$ cat src/rtl/fpga2host_pkg.sv
// Shared types and constants for the fpga2host packet arbiter.
// Optional build macro: FPGA2HOST_ARB_PRIO_EN (strict priority for source 0).
package fpga2host_pkg;

   localparam int         WORD_W      = 32;
   localparam logic [7:0] HDR_TAG_DEF = 8'hA5;
   localparam int         HDR_TAG_LSB = 24;
   localparam int         HDR_SRC_LSB = 16;
   localparam int         HDR_SEQ_LSB = 0;

   typedef enum logic [1:0] {
      S_IDLE,
      S_HDR,
      S_DATA,
      S_DROP
   } arb_state_t;

   function automatic logic [WORD_W-1:0] make_hdr(
      input logic [7:0]  tag,
      input logic [7:0]  src,
      input logic [15:0] seq
   );
      logic [WORD_W-1:0] w;
      w = '0;
      w[HDR_TAG_LSB +: 8]  = tag;
      w[HDR_SRC_LSB +: 8]  = src;
      w[HDR_SEQ_LSB +: 16] = seq;
      return w;
   endfunction

endpackage

$ cat src/rtl/rr_pick.sv
// Combinational round-robin selector: first request at or after the
// pointer, wrapping cyclically.
module rr_pick #(
   parameter int N  = 3,
   parameter int IW = $clog2(N)
) (
   input  logic [N-1:0]  i_req,
   input  logic [IW-1:0] i_ptr,
   output logic [IW-1:0] o_idx,
   output logic          o_found
);

   logic [IW-1:0] w_j;

   // Walk from the far end so the closest request to the pointer wins.
   always_comb begin
      o_found = 1'b0;
      o_idx   = '0;
      w_j     = '0;
      for (int k = N - 1; k >= 0; k--) begin
         w_j = IW'((int'(i_ptr) + k) % N);
         if (i_req[w_j]) begin
            o_found = 1'b1;
            o_idx   = w_j;
         end
      end
   end

endmodule

$ cat src/rtl/fpga2host_arbiter.sv
// Packet arbiter feeding the fpga2host stream; prefixes each packet with a
// header. Build macro FPGA2HOST_ARB_PRIO_EN gives source 0 strict priority.
module fpga2host_arbiter
   import fpga2host_pkg::*;
#(
   parameter int         NUM_SRC       = 3,
   parameter int         MAX_PKT_WORDS = 256,
   parameter logic [7:0] HDR_TAG       = HDR_TAG_DEF
) (
   input  logic                            clk,
   input  logic                            rst,
   input  logic [NUM_SRC-1:0]              s_tvalid,
   input  logic [NUM_SRC-1:0][WORD_W-1:0]  s_tdata,
   input  logic [NUM_SRC-1:0]              s_tlast,
   output logic [NUM_SRC-1:0]              s_tready,
   output logic                            m_tvalid,
   output logic [WORD_W-1:0]               m_tdata,
   output logic                            m_tlast,
   input  logic                            m_tready,
   output logic                            err_trunc_pulse
);

   localparam int IW = $clog2(NUM_SRC);
   localparam int CW = $clog2(MAX_PKT_WORDS + 1);

   arb_state_t        r_state, w_nstate;
   logic [IW-1:0]     r_gnt, r_rr, w_pick, w_nxt_rr;
   logic              w_found;
   logic [15:0]       r_seq;
   logic [CW-1:0]     r_wcnt;
   logic              r_mvalid, r_mlast, r_err;
   logic [WORD_W-1:0] r_mdata;
   logic              w_free, w_gvalid, w_glast, w_ld_hdr;
   logic              w_acc_data, w_acc_drop, w_at_max, w_trunc, w_eop;

`ifdef FPGA2HOST_ARB_PRIO_EN
   logic [IW-1:0] w_rr_idx;
   logic          w_rr_found;

   rr_pick #(.N(NUM_SRC)) u_pick (
      .i_req   (s_tvalid & ~NUM_SRC'(1)),
      .i_ptr   (r_rr),
      .o_idx   (w_rr_idx),
      .o_found (w_rr_found)
   );

   assign w_pick   = s_tvalid[0] ? '0 : w_rr_idx;
   assign w_found  = s_tvalid[0] | w_rr_found;
   // Source 0 never needs the pointer, so skip over it on wrap.
   assign w_nxt_rr = (r_gnt == IW'(NUM_SRC - 1)) ? IW'(1) : r_gnt + 1'b1;
`else
   rr_pick #(.N(NUM_SRC)) u_pick (
      .i_req   (s_tvalid),
      .i_ptr   (r_rr),
      .o_idx   (w_pick),
      .o_found (w_found)
   );

   assign w_nxt_rr = (r_gnt == IW'(NUM_SRC - 1)) ? '0 : r_gnt + 1'b1;
`endif

   assign w_free     = !r_mvalid || m_tready;
   assign w_gvalid   = s_tvalid[r_gnt];
   assign w_glast    = s_tlast[r_gnt];
   assign w_at_max   = (r_wcnt == CW'(MAX_PKT_WORDS - 1));
   assign w_ld_hdr   = (r_state == S_HDR) && w_free;
   assign w_acc_data = (r_state == S_DATA) && w_free && w_gvalid;
   assign w_acc_drop = (r_state == S_DROP) && w_gvalid;
   assign w_trunc    = w_acc_data && !w_glast && w_at_max;
   assign w_eop      = (w_acc_data || w_acc_drop) && w_glast;

   always_ff @(posedge clk) begin
      if (rst) r_state <= S_IDLE;
      else     r_state <= w_nstate;
   end

   always_comb begin
      w_nstate = r_state;
      unique case (r_state)
         S_IDLE: if (w_found) w_nstate = S_HDR;
         S_HDR:  if (w_free)  w_nstate = S_DATA;
         S_DATA: begin
            if (w_eop)        w_nstate = S_IDLE;
            else if (w_trunc) w_nstate = S_DROP;
         end
         S_DROP: if (w_eop)   w_nstate = S_IDLE;
      endcase
   end

   always_comb begin
      s_tready = '0;
      if ((r_state == S_DATA && w_free) || r_state == S_DROP)
         s_tready[r_gnt] = 1'b1;
   end

   always_ff @(posedge clk) begin
      if (rst) begin
         r_gnt    <= '0;
         r_rr     <= '0;
         r_seq    <= '0;
         r_wcnt   <= '0;
         r_mvalid <= 1'b0;
         r_mlast  <= 1'b0;
         r_mdata  <= '0;
         r_err    <= 1'b0;
      end else begin
         r_err <= w_trunc;
         if (r_state == S_IDLE) begin
            r_wcnt <= '0;
            if (w_found) r_gnt <= w_pick;
         end
         if (w_eop) r_rr <= w_nxt_rr;
         if (w_ld_hdr) begin
            r_mvalid <= 1'b1;
            r_mlast  <= 1'b0;
            r_mdata  <= make_hdr(HDR_TAG, 8'(r_gnt), r_seq);
            r_seq    <= r_seq + 16'd1;
         end else if (w_acc_data) begin
            r_mvalid <= 1'b1;
            r_mlast  <= w_glast || w_at_max;
            r_mdata  <= s_tdata[r_gnt];
            r_wcnt   <= r_wcnt + 1'b1;
         end else if (m_tready) begin
            r_mvalid <= 1'b0;
            r_mlast  <= 1'b0;
         end
      end
   end

   assign m_tvalid        = r_mvalid;
   assign m_tdata         = r_mdata;
   assign m_tlast         = r_mlast;
   assign err_trunc_pulse = r_err;

endmodule

$ cat config.mk
export PLATFORM = sky130hd
export DESIGN_NAME = fpga2host_arbiter
export DESIGN_NICKNAME = d
export VERILOG_FILES = /design/src/rtl/fpga2host_pkg.sv /design/src/rtl/rr_pick.sv /design/src/rtl/fpga2host_arbiter.sv
export SDC_FILE = /design/constraint.sdc
export NUM_CORES = 1
export LEC_CHECK = 0
export CORE_MARGIN = 2
export CORE_UTILIZATION = 34
export CTS_BUF_LIST = sky130_fd_sc_hd__clkbuf_8
export DETAILED_ROUTE_END_ITERATION = 7
export GPL_TIMING_DRIVEN = 0
export HOLD_SLACK_MARGIN = 0.08
export PLACE_DENSITY_LB_ADDON = 0.1
export SYNTH_ARGS = -nofsm -noshare
export SYNTH_HDL_FRONTEND = slang
export SYNTH_HIERARCHICAL = 1
export SYNTH_SLANG_ARGS = --single-unit
$ cat constraint.sdc
create_clock -name clk -period 2.83 [get_ports clk]
set_input_delay 0.7075 -clock clk [delete_from_list [all_inputs] [get_ports clk]]
set_output_delay 0.7075 -clock clk [all_outputs]
set_load 0.01 [all_outputs]
==> results of run 1 <==
## flip-flops by register name, indices dropped and copies added (netlist names)
signal,flops
r_seq,16
m_tdata,32
m_tlast,1
r_rr,2
r_state,2
r_gnt,2
r_wcnt,9
err_trunc_pulse,1
m_tvalid,1
## synthesized netlist by cell type, types with 2 or more instances
| master | instances |
|---|---|
| dfxtp_1 | 66 |
| nor2_1 | 57 |
| nand2_1 | 38 |
| mux2i_1 | 36 |
| a21oi_1 | 33 |
| o21ai_0 | 23 |
| nand3b_1 | 20 |
| a211oi_1 | 19 |
| a22oi_1 | 16 |
| nor3_1 | 15 |
| clkbuf_1 | 14 |
| buf_2 | 12 |
| xor2_1 | 11 |
| nand3_1 | 10 |
| nand4_1 | 7 |
| nor2b_1 | 7 |
| xnor2_1 | 7 |
| ha_1 | 6 |
| inv_1 | 6 |
| and3_1 | 5 |
| buf_4 | 4 |
| nand2b_1 | 4 |
| or3_1 | 4 |
| a221oi_1 | 3 |
| buf_1 | 3 |
| and4_1 | 2 |
| buf_6 | 2 |
| mux2_1 | 2 |
| nor2_2 | 2 |
| nor3b_1 | 2 |
| nor4_2 | 2 |
## final cells by class
cell class,count,share of cell area
tap,143,0.0316
multi-input combinational,357,0.418
sequential,66,0.233
timing repair buffer,141,0.248
buffer,34,0.0320
inverter,7,0.00464
clock buffer,12,0.0292
clock inverter,4,0.00309
## repair_timing
item | 4_1_cts | 5_1_grt
buffers inserted | 0 | 0
pin swaps | 0 | 1
endpoints found under the setup margin | 3 | 3
resized for setup | 7 | 5
## power breakdown
group          total [mW]  switching (mW)  internal, mW
clock network       0.742           0.361         0.381
logic                1.52           0.819         0.697
registers            1.16          0.0937          1.06
total                3.42            1.27          2.14
## layer usage
metal / vias to the layer above / wire length, µm / global-route usage
met2: 111 / 6210 / 0.364
met4: 0 / 202 / 0.0633
met5: - / 0 / 0
li1: 1970 / - / -
met3: 15 / 697 / 0.0541
met1: 1815 / 5710 / 0.259
## worst max path at each step
stage | startpoint | slack, ns | to
floorplan | m_tready | 0.68 | s_tready[2]
global placement | m_tready | -0.43 | s_tready[2]
detailed placement | m_tready | -0.41 | s_tready[2]
CTS | m_tready | 0.006 | s_tready[0]
global route | m_tready | 0.006 | s_tready[0]
finish | m_tready | 0.07 | s_tready[0]
## cells by family after synthesis
| family | synth area share |
|---|---|
| xor+xnor | 0.0406 |
| flops | 0.340 |
| simple gates | 0.252 |
| buf+inv | 0.0522 |
| compound gates | 0.193 |
| mux | 0.103 |
| fa+ha+maj | 0.0193 |
## cells in the final DEF, fill, tap and decap left out, types with 4 or more instances in the layout
master / instances
clkdlybuf4s50_1: 138
dfxtp_1: 66
nor2_1: 57
nand2_1: 38
mux2i_1: 36
a21oi_1: 33
o21ai_0: 23
nand3b_1: 20
a211oi_1: 19
a22oi_1: 16
nor3_1: 15
buf_2: 12
clkbuf_1: 12
clkbuf_8: 12
xor2_1: 11
nand3_1: 10
inv_1: 8
nor2b_1: 7
xnor2_1: 7
nand4_1: 7
ha_1: 6
and3_1: 5
buf_4: 4
nand2b_1: 4
or3_1: 4
## critical path: cells and delay by family
kind	cells	cell delay, ns
AO/OA/AOI/OAI	1	0.20
buffers and inverters	3	0.89
AND/OR/NAND/NOR	2	0.24
## per-stage QoR
stage | cells | utilization | setup WS [ns] | setup TNS [ns]
after floorplan | 465 | - | 0.684 | 0
after global placement | 749 | 0.485 | -0.435 | -1.12
after detailed placement | 749 | 0.485 | -0.413 | -1.11
after CTS | 764 | 0.502 | 0.00610 | 0
after global routing | 764 | 0.502 | 0.00598 | 0
final | 764 | 0.502 | 0.0738 | 0
==> results.md, run 1 <==
- Maximum vdd drop: 0.000273 V
- Hold_ws: 0.455 ns
- Tot GR Track Use: 0.211
- Final count of negative-setup-slack endpoints: 0
- DRT Wirelength: 12.8 mm
- Yosys warns: 6
- Dominant cell type by area after synthesis: dfxtp_1
- Multi-input gate area: 2370 µm²
- Die height: 111 µm
- Tcrit/Tclk final: 0.974
- Syn_area_per_cell: 8.35 µm²
- Count of input and output buffers: 141
- Syn Std Cell Area: 3880 µm²
- Fillers: 1081
- Gpl congestion: 0.834
- EDFF count, synth: 0
- Vias per std cell: 5.12
- RSZ-0062 raised after global routing: false
- Die Wd: 111 µm
- Core ar.: 11300 µm²
- Final ANT Viol Nets: 0
- Pwr/cell area: 603 nW/µm²
- Synthesized net count: 576
- Per-cell routed wire length: 16.8 µm
- Outcome: complete, no violations
- Tmin final: 2.76 ns
- # DRC: 0
- CP Data Required Time: 2.12 ns
- Final hold violation count: 0
- Clk slew on worst S/H paths: 0.07 ns
- Total grt overflow: 0
- Root cell of the clock tree: clkbuf_8
- Crit-path cells: clkdlybuf4s50_1, nand2b_1, buf_6, o21ai_4, nor3_1, dlygate4sd2_1
- Nets@finish: 727
- Placed cell area: 5470 µm²
- Largest net degree at the start of global routing: 20
- Fmax: 0.363 GHz
- Crit. End Element: primary output
- Startpoint Class: primary input
- Antenna diodes: 0
- CP Max Fanout: 10
- Min-Delay Path Class: flip-flop to flip-flop
- Worst-Margin Slew: 0.573 ns
- Synth top area cells: dfxtp_1 34%, mux2i_1 9.3%, nor2_1 5.5%, a21oi_1 4.3%, nand3b_1 3.9%
- Post-synthesis register bit count: 66
- CP Data Arrival Time: 2.05 ns
- Tot Pwr: 3.42 mW
- Cells after synthesis: 465
- Share of layout cells above drive strength 1: 0.0870
- Cells on worst reg2reg path: 9
- First-pass GRT wire length: 20.5 mm
- Register area: 1320 µm²
- Clk_lat worst skew: 0.35 ns
- Seq/Total Area, Yosys: 0.340
- Initial antenna violation count: 0
- Clk buf depth: 2
- Async SR Flop Fraction: 0
- Crit path largest cell delay: 0.43 ns
- Worst r2r src: r_rr[0]$_SDFFE_PP0P_
- Initial core utilization: 0.344
- Crit Path Class: primary input to primary output
- Worst reg2reg path endpoint: r_state[0]$_SDFFE_PP0P_
- Top-Level Pins: 143
- Clock tree from TritonCTS: done
- Relative slew slack: 0.618
- Clock skew: 0.00944 ns
- Dpl hpwl: 9.99 mm
- Final slew viol count: 0
- Min-delay src: m_tdata[1]$_SDFFE_PP0P_
- Initial DRT Pass Iterations: 4
- Leak pwr: 1.92 nW
- Drt first-iter violations: 149
- Hold Path Cell Cnt: 2
- Sink Count: 66
- Max-Cap Viols: 0
- Vias in the first global route: 4018
- Row count: 39
- Yosys cell types: 58
- Die area: 12300 µm²
- Total CTS buffers: 9
- Design Area, Final: 5660 µm²
- DR vias: 3911
- Post-synth top area share: 0.340
- R2R Setup Slk: 0.52 ns
- CTS Hold Bufs: 0
- WHS Endpoint: m_tdata[1]$_SDFFE_PP0P_
- Ys flop type: dfxtp_1
- Worst path slowest cell: clkdlybuf4s50_1
- Area grow syn2layout: 45.9%
- H-tree Lvls: 3
Power figures use the tool's default switching activity.
==> run 2, diff against run 1 <==
CORE_MARGIN = 4   (was 2)
==> results.md, run 2 (synthesis gave the netlist of run 1 again) <==
- Clock skew: 0.0146 ns
- Die Wd: 115 µm
- Hold_ws: 0.451 ns
- M1 wire length: 5.68 mm
- Crit-path cells: clkdlybuf4s50_1, nand2b_1, buf_6, o21ai_4, nor2b_1, dlygate4sd2_1
- DRT Wirelength: 12.9 mm
- CTS Hold Bufs: 0
- Die height: 115 µm
- RSZ-0062 raised after global routing: false
- Most common cell after layout, fill and taps aside: clkdlybuf4s50_1
- Most frequent cells in the layout: 138 x clkdlybuf4s50_1, 66 x dfxtp_1, 57 x nor2_1
- CP Data Required Time: 2.12 ns
- Final count of negative-setup-slack endpoints: 0
- Total grt overflow: 0
- Worst path slowest cell: clkdlybuf4s50_1
- Setup TNS: 0 ns
- Vias per std cell: 5.26
- Count of input and output buffers: 141
- Clk slew on worst S/H paths: 0.06 ns
- Sink Count: 66
- DR vias: 3997
- Layout Utilization: 0.515
- Total CTS buffers: 9
- Nets@finish: 727
- Worst-Margin Slew: 0.599 ns
- Row count: 38
- Largest register FFs: 32
- Tot Pwr: 3.45 mW
- WL met3: 842 µm
- Register area: 1320 µm²
- Area grow syn2layout: 45.8%
- Tot GR Track Use: 0.196
- Root cell of the clock tree: clkbuf_8
- Pwr/cell area: 609 nW/µm²
- Share of layout cells above drive strength 1: 0.0839
- Startpoint Class: primary input
- Vias in the first global route: 4045
- # DRC: 0
- Gpl congestion: 0.771
- Tmin final: 2.71 ns
- Dpl hpwl: 10.1 mm
- Final ANT Viol Nets: 0
- Antenna diodes: 0
- Clk buf depth: 2
- Die area: 13200 µm²
- Maximum vdd drop: 0.000306 V
- Placed cell area: 5470 µm²
- Leak pwr: 1.92 nW
- Largest net degree at the start of global routing: 20
- Final worst slack: 0.124 ns
- Drt first-iter violations: 254
- H-tree Lvls: 3
- Top-Level Pins: 143
- Dpl ws: -0.399 ns
- Tcrit/Tclk final: 0.956
- Final slew viol count: 0
- WL met2: 6.35 mm
- Clock tree from TritonCTS: done
- Fillers: 1084
- Design Area, Final: 5660 µm²
- Crit path largest cell delay: 0.44 ns
- Relative slew slack: 0.601
- Placed insts: 746
- Final Non-Filler Cells: 760
- Core ar.: 11000 µm²
- Initial DRT Pass Iterations: 5
- CP Data Arrival Time: 2.00 ns
- Per-cell routed wire length: 17.0 µm
- Fmax: 0.370 GHz
- Outcome: complete, no violations
- Post-CTS setup buffers: 0
- Clk_lat worst skew: 0.34 ns
- First-pass GRT wire length: 20.6 mm
- Initial antenna violation count: 0
- Initial core utilization: 0.353
- Multi-input gate area: 2370 µm²
- Crit. End Element: primary output
- Min-Delay Path Class: flip-flop to flip-flop
- Max-Cap Viols: 0
- Highest Signal Layer: met4
- Final hold violation count: 0
- Crit Path Class: primary input to primary output
- CP Max Fanout: 10
==> run 2: cell types whose count changed in the layout (fill, tap and decap cells not counted), sizes merged <==
cell	change
bufinv	+1
dlygate4sd1	+1
clkbuf	-2
dlygate4sd2	-1
==> run 2: worst max-delay path, delay by kind of cell <==
family,cells,cell delay (ns)
AOI/OAI and AO/OA,1,0.17
buffers and inverters,3,0.88
and+or+nand+nor,2,0.24
==> run 2: layout make-up <==
| cell class | count | share of cell area |
|---|---|---|
| multi-input cells | 357 | 0.418 |
| repair buffers | 141 | 0.248 |
| flip-flops and latches | 66 | 0.233 |
| plain buffers | 34 | 0.0318 |
| well taps | 140 | 0.0309 |
| clock buffers | 10 | 0.0243 |
| clock inverters | 5 | 0.00840 |
| inverters | 7 | 0.00464 |
==> run 2: report_power, final <==
| part | switching [mW] | internal (mW) |
|---|---|---|
| Sequential | 0.0942 | 1.06 |
| Clock | 0.361 | 0.417 |
| Combinational | 0.816 | 0.695 |
==> run 2: what timing repair did <==
action / 4_1_cts / 5_1_grt
resized for setup: 6 / 7
endpoints found under the setup margin: 3 / 3
pin swaps: 0 / 0
==> run 2: worst paths after layout <==
check	endpoint	slack, ns	depth (start not counted)	start
worst min-delay path	m_tdata[7]$_SDFFE_PP0P_	0.45	2	m_tdata[7]$_SDFFE_PP0P_
worst min register to register	m_tdata[7]$_SDFFE_PP0P_	0.45	2	m_tdata[7]$_SDFFE_PP0P_
worst max register to register	r_state[1]$_SDFFE_PP0P_	0.51	9	r_rr[0]$_SDFFE_PP0P_
worst max-delay path	s_tready[1]	0.12	6	m_tready
==> run 2: layer usage <==
metal,vias up,track usage
met3,8,0.0611
met5,-,0
met4,0,0.0344
li1,1962,-
met1,1913,0.250
met2,114,0.329
